### src/rtl/nn_seq_if.sv
// Command/status and memory-control bundle between the nn sequencer and its host/datapath.
interface nn_seq_if #(
    parameter int A  = 10,
    parameter int ND = 3,
    parameter int CT = 9
);
    logic          start;
    logic          mode;
    logic [15:0]   batch;
    logic [15:0]   max_iter;
    logic          abort;
    logic [2:0]    state;
    logic          busy;
    logic          done;
    logic          err;
    logic [A-1:0]  x_addr;
    logic [A-1:0]  y_addr;
    logic [A-1:0]  t_addr;
    logic [A-1:0]  nd_addr;
    logic          e_x;
    logic          e_nd;
    logic          in_we;
    logic [ND-1:0] c_we;
    logic          y_we;
    logic          nd_we;
    logic [CT-1:0] bp_we;
    logic          dtb;

    modport master (
        input  start, mode, batch, max_iter, abort,
        output state, busy, done, err, x_addr, y_addr, t_addr, nd_addr,
               e_x, e_nd, in_we, c_we, y_we, nd_we, bp_we, dtb
    );

    modport slave (
        output start, mode, batch, max_iter, abort,
        input  state, busy, done, err, x_addr, y_addr, t_addr, nd_addr,
               e_x, e_nd, in_we, c_we, y_we, nd_we, bp_we, dtb
    );
endinterface

### src/rtl/nn_seq_ctrl.sv
// Neural-net sequencer: coefficient load, feedforward/backprop batches, coefficient
// write-back and iteration control with a runtime start/done/abort handshake.
module nn_seq_ctrl #(
    parameter int                 LTOT    = 3,
    parameter logic [LTOT*32-1:0] LR      = {32'd1, 32'd2, 32'd2},
    parameter int                 A       = 10,
    parameter int                 ND      = 3,
    parameter int                 WT      = 6,
    parameter int                 T0      = 10,
    parameter int                 MEM_LAT = 1
) (
    input logic      clk,
    input logic      rst,
    nn_seq_if.master bus
);
    localparam int CT  = WT + ND;
    localparam int SX  = int'(LR[31:0]);
    localparam int CW  = 16;
    localparam int LIW = $clog2(LTOT * 32);

    localparam logic [CW-1:0] LOAD_LAST = CW'(CT + MEM_LAT - 1);
    localparam logic [CW-1:0] SMP_LAST  = CW'(SX + MEM_LAT);
    localparam logic [CW-1:0] SAVE_LAST = CW'(CT - 1);
    localparam logic [CW-1:0] IN_FIRST  = CW'(MEM_LAT);
    localparam logic [CW-1:0] IN_LAST   = CW'(SX + MEM_LAT - 1);
    localparam logic [CW-1:0] EX_END    = CW'(SX);
    localparam logic [A-1:0]  T_BASE    = A'(T0);
    localparam logic [ND-1:0] SEL_FIRST = ND'(1) << (ND - 1);

    typedef enum logic [2:0] {
        S_IDLE  = 3'd0,
        S_LOAD  = 3'd1,
        S_FWD   = 3'd2,
        S_TRAIN = 3'd3,
        S_SAVE  = 3'd4,
        S_DONE  = 3'd5
    } state_t;

    state_t        state_q, state_d;
    logic [CW-1:0] cnt, samp, iter;
    logic          mode_q, err_q;
    logic [15:0]   batch_q, max_iter_q;
    logic [A-1:0]  x_q, y_q, t_q;
    logic [ND-1:0] sel;
    logic [31:0]   cap, node, lyr;

    logic          accept, reject, capture, commit, last_smp, cfg_ok;
    logic          e_x, e_nd, in_we, y_we, nd_we, dtb;
    logic [ND-1:0] c_we;
    logic [CT-1:0] bp_we;
    logic [A-1:0]  nd_addr;

    function automatic logic [31:0] layer_size(input logic [31:0] l);
        return LR[LIW'(l * 32) +: 32];
    endfunction

    assign cfg_ok   = (bus.batch != '0) && !(bus.mode && (bus.max_iter == '0));
    assign last_smp = (samp == batch_q - 16'd1);

    always_ff @(posedge clk) begin
        if (rst) state_q <= S_IDLE;
        else     state_q <= state_d;
    end

    always_comb begin
        state_d = state_q;
        accept  = 1'b0;
        reject  = 1'b0;
        capture = 1'b0;
        commit  = 1'b0;
        e_x     = 1'b0;
        e_nd    = 1'b0;
        in_we   = 1'b0;
        c_we    = '0;
        y_we    = 1'b0;
        nd_we   = 1'b0;
        bp_we   = '0;
        dtb     = 1'b0;
        nd_addr = '0;
        case (state_q)
            S_IDLE: begin
                if (bus.start) begin
                    if (cfg_ok) begin
                        accept  = 1'b1;
                        state_d = S_LOAD;
                    end else begin
                        reject  = 1'b1;
                        state_d = S_DONE;
                    end
                end
            end
            S_LOAD: begin
                // Cycle 0 only primes the memory; data for nd_addr-MEM_LAT arrives afterwards.
                e_nd    = 1'b1;
                nd_addr = A'(cnt);
                capture = (cnt >= IN_FIRST);
                c_we    = capture ? sel : '0;
                if (cnt == LOAD_LAST) state_d = mode_q ? S_TRAIN : S_FWD;
            end
            S_FWD, S_TRAIN: begin
                e_x   = (cnt < EX_END);
                in_we = (cnt >= IN_FIRST) && (cnt <= IN_LAST);
                if (cnt == SMP_LAST) begin
                    commit = 1'b1;
                    if (state_q == S_TRAIN) bp_we = '1;
                    else                    y_we  = 1'b1;
                    if (last_smp) state_d = (state_q == S_TRAIN) ? S_SAVE : S_DONE;
                end
            end
            S_SAVE: begin
                dtb     = 1'b1;
                nd_we   = 1'b1;
                nd_addr = A'(cnt);
                bp_we   = CT'(1) << cnt;
                if (cnt == SAVE_LAST) state_d = (iter < max_iter_q) ? S_LOAD : S_DONE;
            end
            S_DONE:  state_d = S_IDLE;
            default: state_d = S_IDLE;
        endcase
        if (bus.abort) begin
            state_d = S_IDLE;
            accept  = 1'b0;
            reject  = 1'b0;
        end
    end

    always_ff @(posedge clk) begin
        if (rst) begin
            err_q      <= 1'b0;
            mode_q     <= 1'b0;
            batch_q    <= '0;
            max_iter_q <= '0;
        end else if (accept) begin
            err_q      <= 1'b0;
            mode_q     <= bus.mode;
            batch_q    <= bus.batch;
            max_iter_q <= bus.max_iter;
        end else if (reject) begin
            err_q      <= 1'b1;
        end
    end

    always_ff @(posedge clk) begin
        if (rst || bus.abort) begin
            cnt  <= '0;
            samp <= '0;
            iter <= '0;
            x_q  <= '0;
            y_q  <= '0;
            t_q  <= T_BASE;
            sel  <= SEL_FIRST;
            cap  <= '0;
            node <= '0;
            lyr  <= 32'd1;
        end else begin
            if (state_d != state_q || commit)              cnt <= '0;
            else if (state_q != S_IDLE && state_q != S_DONE) cnt <= cnt + CW'(1);
            else                                            cnt <= '0;

            if (accept) begin
                samp <= '0;
                iter <= '0;
            end

            if (e_x) x_q <= x_q + A'(1);

            // The last commit of a training batch rewinds the sample memories for the next pass.
            if (commit) begin
                samp <= last_smp ? '0 : samp + CW'(1);
                if (last_smp && state_q == S_TRAIN) begin
                    iter <= iter + CW'(1);
                    x_q  <= '0;
                    y_q  <= '0;
                    t_q  <= T_BASE;
                end else begin
                    y_q  <= y_q + A'(1);
                    t_q  <= t_q + A'(1);
                end
            end

            if (state_d == S_LOAD && state_q != S_LOAD) begin
                sel  <= SEL_FIRST;
                cap  <= '0;
                node <= '0;
                lyr  <= 32'd1;
            end else if (capture) begin
                // A node in layer l takes LR[l-1] weights plus one bias.
                if (cap == layer_size(lyr - 32'd1)) begin
                    cap <= '0;
                    sel <= sel >> 1;
                    if (node == layer_size(lyr) - 32'd1) begin
                        node <= '0;
                        if (lyr < 32'(LTOT - 1)) lyr <= lyr + 32'd1;
                    end else begin
                        node <= node + 32'd1;
                    end
                end else begin
                    cap <= cap + 32'd1;
                end
            end
        end
    end

    assign bus.state   = state_q;
    assign bus.busy    = (state_q == S_LOAD) || (state_q == S_FWD) ||
                         (state_q == S_TRAIN) || (state_q == S_SAVE);
    assign bus.done    = (state_q == S_DONE);
    assign bus.err     = err_q;
    assign bus.x_addr  = x_q;
    assign bus.y_addr  = y_q;
    assign bus.t_addr  = t_q;
    assign bus.nd_addr = nd_addr;
    assign bus.e_x     = e_x;
    assign bus.e_nd    = e_nd;
    assign bus.in_we   = in_we;
    assign bus.c_we    = c_we;
    assign bus.y_we    = y_we;
    assign bus.nd_we   = nd_we;
    assign bus.bp_we   = bp_we;
    assign bus.dtb     = dtb;
endmodule
### src/flat_wrapper.sv
// flat-port wrapper written by rule: the top's interface ports become plain ports
module nn_seq_ctrl_flat 
#(
    parameter int                 LTOT    = 3,
    parameter logic [LTOT*32-1:0] LR      = {32'd1, 32'd2, 32'd2},
    parameter int                 A       = 10,
    parameter int                 ND      = 3,
    parameter int                 WT      = 6,
    parameter int                 T0      = 10,
    parameter int                 MEM_LAT = 1
)
  (clk, rst, bus_start, bus_mode, bus_batch, bus_max_iter, bus_abort, bus_state, bus_busy, bus_done, bus_err, bus_x_addr, bus_y_addr, bus_t_addr, bus_nd_addr, bus_e_x, bus_e_nd, bus_in_we, bus_c_we, bus_y_we, bus_nd_we, bus_bp_we, bus_dtb);
  nn_seq_if #(.A(A), .ND(ND)) bus_i ();
  input logic clk;
  input logic rst;
  input wire logic [$bits(bus_i.start)-1:0] bus_start;
  input wire logic [$bits(bus_i.mode)-1:0] bus_mode;
  input wire logic [$bits(bus_i.batch)-1:0] bus_batch;
  input wire logic [$bits(bus_i.max_iter)-1:0] bus_max_iter;
  input wire logic [$bits(bus_i.abort)-1:0] bus_abort;
  output wire logic [$bits(bus_i.state)-1:0] bus_state;
  output wire logic [$bits(bus_i.busy)-1:0] bus_busy;
  output wire logic [$bits(bus_i.done)-1:0] bus_done;
  output wire logic [$bits(bus_i.err)-1:0] bus_err;
  output wire logic [$bits(bus_i.x_addr)-1:0] bus_x_addr;
  output wire logic [$bits(bus_i.y_addr)-1:0] bus_y_addr;
  output wire logic [$bits(bus_i.t_addr)-1:0] bus_t_addr;
  output wire logic [$bits(bus_i.nd_addr)-1:0] bus_nd_addr;
  output wire logic [$bits(bus_i.e_x)-1:0] bus_e_x;
  output wire logic [$bits(bus_i.e_nd)-1:0] bus_e_nd;
  output wire logic [$bits(bus_i.in_we)-1:0] bus_in_we;
  output wire logic [$bits(bus_i.c_we)-1:0] bus_c_we;
  output wire logic [$bits(bus_i.y_we)-1:0] bus_y_we;
  output wire logic [$bits(bus_i.nd_we)-1:0] bus_nd_we;
  output wire logic [$bits(bus_i.bp_we)-1:0] bus_bp_we;
  output wire logic [$bits(bus_i.dtb)-1:0] bus_dtb;
  assign bus_i.start = bus_start;
  assign bus_i.mode = bus_mode;
  assign bus_i.batch = bus_batch;
  assign bus_i.max_iter = bus_max_iter;
  assign bus_i.abort = bus_abort;
  assign bus_state = bus_i.state;
  assign bus_busy = bus_i.busy;
  assign bus_done = bus_i.done;
  assign bus_err = bus_i.err;
  assign bus_x_addr = bus_i.x_addr;
  assign bus_y_addr = bus_i.y_addr;
  assign bus_t_addr = bus_i.t_addr;
  assign bus_nd_addr = bus_i.nd_addr;
  assign bus_e_x = bus_i.e_x;
  assign bus_e_nd = bus_i.e_nd;
  assign bus_in_we = bus_i.in_we;
  assign bus_c_we = bus_i.c_we;
  assign bus_y_we = bus_i.y_we;
  assign bus_nd_we = bus_i.nd_we;
  assign bus_bp_we = bus_i.bp_we;
  assign bus_dtb = bus_i.dtb;
  nn_seq_ctrl #(.LTOT(LTOT), .LR(LR), .A(A), .ND(ND), .WT(WT), .T0(T0), .MEM_LAT(MEM_LAT)) u_core (.clk(clk), .rst(rst), .bus(bus_i));
endmodule
### config.mk
export PLATFORM = sky130hd
export DESIGN_NAME = nn_seq_ctrl_flat
export DESIGN_NICKNAME = d
export VERILOG_FILES = /design/src/rtl/nn_seq_if.sv /design/src/rtl/nn_seq_ctrl.sv /design/src/flat_wrapper.sv
export SDC_FILE = /design/constraint.sdc
export NUM_CORES = 1
export LEC_CHECK = 0
export ABC_AREA = 1
export CAP_MARGIN = 20
export CELL_PAD_IN_SITES_DETAIL_PLACEMENT = 1
export CELL_PAD_IN_SITES_GLOBAL_PLACEMENT = 1
export CORE_MARGIN = 4
export CORE_UTILIZATION = 35
export DETAILED_ROUTE_END_ITERATION = 6
export PLACE_DENSITY_LB_ADDON = 0.1
export SYNTH_ARGS = -nofsm -noshare
export SYNTH_HDL_FRONTEND = slang
export SYNTH_SLANG_ARGS = --single-unit
### constraint.sdc
create_clock -name clk -period 4.6 [get_ports clk]
set_clock_uncertainty 0.05 [all_clocks]
set_input_delay 0.92 -clock clk [delete_from_list [all_inputs] [get_ports clk]]
set_output_delay 0.92 -clock clk [all_outputs]
set_load 0.01 [all_outputs]
==> flow_metrics.env <==
export IMPL_status="complete, no violations"
export IMPL_final_setup_viol_count=0
export IMPL_grt_setup_unrepaired="false"
export IMPL_avgSynthCellArea_um2=6.874
export IMPL_critPathArrivalTime_ps=2950
export IMPL_die_area_um2=38510
export IMPL_regArea_um2=4284
export IMPL_die_w_um=196.2
export IMPL_clock_sinks=214
export IMPL_synthArstFlopShare=0
export IMPL_cts_buffer_depth=3
export IMPL_seq_area_frac_synth=0.3455
export IMPL_hold_path_class="reg -> reg"
export IMPL_detail_route_drc_violations=0
export IMPL_routed_via_density=4.973
export IMPL_synthCells=1804
export IMPL_cts_resized=0
export IMPL_crit_path_end_kind="primary output"
export IMPL_slew_violations=0
export IMPL_p_leak_nw=5.466
export IMPL_dr_pass1_iters=4
export IMPL_hold_buffers=0
export IMPL_max_slew_margin=0.4709
export IMPL_period_needed_ps=3920
export IMPL_die_height_um=196.2
export IMPL_grt_max_degree=45
export IMPL_cts_root_buf="clkbuf_16"
export IMPL_setup_tns_ps=0
export IMPL_routed_wl_um=37180
export IMPL_fill_cells=4465
export IMPL_cts_htree_levels=1
export IMPL_grt_pass1_vias=12430
export IMPL_clock_latency_ps=550
export IMPL_nets=1963
export IMPL_max_freq_ghz=0.2551
export IMPL_final_cell_mix="nand2_1, inv_1, nor2_1"
export IMPL_critPathKind="reg -> out"
export IMPL_yosysUniqueCellTypes=55
export IMPL_min_from="u_core.lyr[23]$_SDFFE_PP0P_"
export IMPL_period_share=0.8521
export IMPL_numCtsBuffers=27
export IMPL_yosys_warnings=0
export IMPL_ys_flop_type="dfxtp_1"
export IMPL_critPathMaxFanout=14
export IMPL_grt_pass1_wl_um=62270
export IMPL_n_antenna_cell=0
export IMPL_overflow=0
export IMPL_drv_cap=0
export IMPL_routedWlPerCell_um=15.69
export IMPL_cts_tree="yes"
export IMPL_slowest_stage="clkdlybuf4s50_1"
export IMPL_synth_edff_count=0
export IMPL_io_pin_count=101
export IMPL_cts_setup_buffers=0
export IMPL_area_growth_pct=19.24
export IMPL_ys_ff_latch=214
export IMPL_start_util=0.3572
export IMPL_final_util=0.4260
export IMPL_crit_path_start_kind="flop"
export IMPL_required_ps=3630
export IMPL_hold_violations=0
export IMPL_cpMostUsedCell="nand2_1"
export IMPL_slowest_delay_ps=570
export IMPL_grt_antenna_before_repair=0
export IMPL_ant_nets=0
export IMPL_tightestPinTransition_ps=790.9
export IMPL_multi_input_area_um2=6784
export IMPL_synth_fp_nets=1871
export IMPL_layout_commonest_cell="nand2_1"
export IMPL_placementRows=68
export IMPL_syn_area_um2=12400
export IMPL_vias=11790
export IMPL_regToRegStartpoint="u_core.batch_q[0]$_SDFFE_PP0P_"
export IMPL_grt_usage=0.1922
export IMPL_gp_congestion=0.8329
export IMPL_numPortBuffers=100
export IMPL_cp_top_family="buffers and inverters"
export IMPL_ir_worst_vdd_mv=0.2727
export IMPL_crit_buf_inv=4
export IMPL_crit_chain="inv_1 > nand3_2 > nor2_2 > nand2_1 > nor2_1 > nand2_1 > inv_1 > buf_4 > nand2_1 > o21ai_0 > clkdlybuf4s50_1"
export IMPL_power_density_nw_per_um2=302.1
export IMPL_clk_pin_slew_worst_paths_ps=60
export IMPL_hpwl_um=28490
export IMPL_crit_start="u_core.cnt[7]$_SDFF_PP0_"
export IMPL_drt_iter0_markers=442
export IMPL_drive_gt1_frac=0.07781
export IMPL_core_um2=34710
metrics by stage:
step / power (mW) / setup WS (ps) / hold slack (ps) / instance area (µm²) / instances
floorplan: 2.135 / 1852 / 358.0 / 12400 / 1804
global placement: 2.239 / 870.0 / 366.2 / 13840 / 2322
detailed placement: 2.247 / 770.6 / 370.6 / 13840 / 2322
CTS: 4.534 / 635.3 / 380.3 / 14790 / 2370
global route: 4.644 / 378.2 / 403.6 / 14790 / 2370
finish: 4.466 / 680.2 / 375.7 / 14790 / 2370
worst register-to-register path: stages (launching register included):
cell and delay (ps):
dfxtp_1 340, inv_2 100, ha_1 240, nand2_2 140
nor2_1 210, xnor2_1 190, nand2_1 80, nor2_1 130
nand3_1 90, nor2_1 210, nand4_1 170, nand3_2 130
nand4_1 220, nand2_4 470, buf_4 390, nor2_1 90
metal layers:
metal	part of all wire	up-vias	track usage
met2	0.48	127	0.3401
met5	0	-	0
met3	0.042	53	0.03624
met4	0.022	0	0.04189
met1	0.46	5581	0.2437
li1	-	6024	-
cell usage after synthesis, types with 27 or more instances:
cell	instances	area share
nor3_1	99	0.040
nand2_1	312	0.094
o21ai_0	70	0.028
nor4_1	35	0.018
ha_1	30	0.030
a21oi_1	97	0.039
clkbuf_1	27	0.0082
xor2_1	84	0.059
dfxtp_1	214	0.35
nor2_1	225	0.068
nand3_1	80	0.032
inv_1	282	0.085
nand4_1	59	0.030
state kept, by name, summed over array words and instances, names as in the netlist, 16 cells and up:
signal / cells
u_core.lyr: 32
u_core.iter: 16
u_core.node: 32
u_core.samp: 16
u_core.max_iter_q: 16
u_core.batch_q: 16
u_core.cnt: 16
u_core.cap: 32
final timing paths:
kind	slack, ps	end	cells past startpoint
setup reg to reg	1250	u_core.cap[7]$_SDFFE_PP0P_	15
setup / recovery	680	bus_bp_we[0]	11
hold reg to reg	380	u_core.lyr[23]$_SDFFE_PP0P_	2
hold / removal	380	u_core.lyr[23]$_SDFFE_PP0P_	2
report_power, final:
group          total, mW  switching, mW  internal, mW
logic              0.312          0.203         0.109
clock network       2.26          0.852          1.41
registers           1.89         0.0162          1.87
total               4.47           1.07          3.40
logic make-up after synthesis:
family,after synthesis,share of synthesized area
AND/OR/NAND/NOR,896,0.3400
XOR/XNOR,105,0.07416
AO/OA/AOI/OAI,218,0.1014
flip-flops,214,0.3455
adder cells (fa/ha/maj),30,0.03027
buffers and inverters,341,0.1087
layout make-up:
class / instances / area share
clock inverters: 14 / 0.01354
inverters: 290 / 0.07362
flip-flops and latches: 214 / 0.2897
well taps: 455 / 0.03850
multi-input cells: 1249 / 0.4588
clock buffers: 34 / 0.05018
repair buffers: 114 / 0.07565
Power figures use the tool's default switching activity.
==> variant, RTL diff (same settings) <==
Make the reset (`rst`) asynchronous in 2 clocked blocks.
--- a/src/rtl/nn_seq_ctrl.sv
+++ b/src/rtl/nn_seq_ctrl.sv
@@ -57,7 +57,7 @@
     assign cfg_ok   = (bus.batch != '0) && !(bus.mode && (bus.max_iter == '0));
     assign last_smp = (samp == batch_q - 16'd1);
 
-    always_ff @(posedge clk) begin
+    always_ff @(posedge clk or posedge rst) begin
         if (rst) state_q <= S_IDLE;
         else     state_q <= state_d;
     end
@@ -124,7 +124,7 @@
         end
     end
 
-    always_ff @(posedge clk) begin
+    always_ff @(posedge clk or posedge rst) begin
         if (rst) begin
             err_q      <= 1'b0;
             mode_q     <= 1'b0;
Formal check against the unedited RTL: differs if rst is asserted again (counterexample within 4 cycles, from zero or initial values and one cycle with rst high); with rst held inactive, the same outputs for 4 cycles.
==> variant against the original RTL <==
Setup slack worse by 0.12 ns; count of clock-buffer cells in the layout is 6 higher; register-to-register slack worse by 0.03 ns; global-route usage is 0.41 points lower; final area is 0.25% lower; core utilization is 0.10 points lower; synthesized area is 0.15% lower; clock power is 4% lower; non-clock buffer count is 1 lower; power is 1.9% higher; sequential cell count stayed put; sequential power is 4% higher; routed wire length is 2.9% lower; largest power group unchanged; cell count is 2.2% lower.
==> variant: results (changes against the original RTL) <==
stage	metric	value	unit	change
routing	firstDrtPassIters	5		+1
final_layout	buffers	113		-0.88%
pwr	ir_drop	0.2761	mV	+1.2%
final_layout	fillers	4389		-1.7%
placed_design	dp.cells	2270		-2.2%
synthesis	synthCells	1749		-3.0%
synthesis	ys_seq_area_share	36.10	%	+1.5 points
final_layout	nFlopsAndLatches	214		unchanged
clock_network	cts_made_buffers	27		unchanged
placed_design	gp_congestion	0.8671		+4.1%
routing	num_vias	11530		-2.2%
placed_design	dp_hpwl	27520	um	-3.4%
timing	period_needed	4.036	ns	+0.1164 ns
timing	fin_worst_hold_slack	0.3775	ns	+0.001732 ns
placed_design	dpl_worst_slack	0.9770	ns	+0.2064 ns
placed_design	placed_cell_area	13830	sq um	about the same
final_layout	seq_area_share	30.30	%	+1.3 points
final_layout	final_nets	1911		-2.6%
setup_path	rr_startpoint	u_core.batch_q[0]$_DFFE_PP0P_		
grt	first_global_vias	12160		-2.2%
final_layout	multi_input_area_share	45.34	%	-0.54 points
min_path	min_from	u_core.lyr[29]$_SDFFE_PP0P_		
timing	relSlewSlack	37.14	%	-10 points
synthesis	synth_nets	1816		-2.9%
outcome	status	completed		
pwr	pwr.group.combinational	422	uW	+35%
synthesis	synth.area.mux_share	0.08084	%	+0.081 points
pwr	comb_power_share	9.3	%	+2.3 points
final_layout	fin_area	14750	sq um	-0.25%
synthesis	async_reset_ff_share	17.29	%	+17 points
synthesis	synth_compound_area_share	8.933	%	-1.2 points
synthesis	synthTopCellsByCount	278 x nand2_1, 255 x inv_1, 248 x nor2_1		
pwr	clock_net_power	2.17	mW	-4%
routing	wl_per_cell	15.57	um	-0.76%
setup_path	worstPathMaxFanout	9		-5
grt	track_usage	18.81	%	-0.41 points
routing	viasPerCell	4.972		about the same
pwr	leakage	5.401	nW	-1.2%
synthesis	synth_fa_ha_area_share	3.032	%	+0.0046 points
setup_path	rrSetupSlack	1.22	ns	-0.03 ns
grt	grt_pass1_wl	61180	um	-1.8%
setup_path	r2r_end	u_core.node[29]$_SDFFE_PP0P_		
synthesis	synth.area.top_cells	dfxtp_1 29%, nand2_1 8.4%, inv_1 7.7%		
variant: cell types whose count changed after synthesis, sizes merged, moves of 8 or more:
cell	change
dfxtp	-37
nand2	-37
a21oi	-12
or2	-8
nand4	-9
inv	-27
nor2	+29
nor4	+21
dfrtp	+37
o31ai	-10
variant: kinds of logic after synthesis:
| logic type | after synthesis |
|---|---|
| AO/OA/AOI/OAI | 201 |
| XOR/XNOR | 102 |
| adder cells (fa/ha/maj) | 30 |
| buffers and inverters | 309 |
| flip-flops | 214 |
| multiplexers | 1 |
| AND/OR/NAND/NOR | 892 |
variant: layer usage:
layer  vias up  part of all wire, %  track usage [%]
met3        35                  3.4            3.572
met1      5479                   45            23.37
met4         0                  1.8            3.491
li1       5899                    -                -
met5         -                    0                0
met2       112                   50            34.17
variant: critical path, cell delays in order, from the launching register on:
cell and delay [ns]:
dfxtp_1 0.33, inv_1 0.09, nand2_1 0.09, nor3_1 0.42, nand4_1 0.30, nor2_1 0.31, inv_1 0.20, o41ai_1 0.13
clkdlybuf4s50_1 0.63
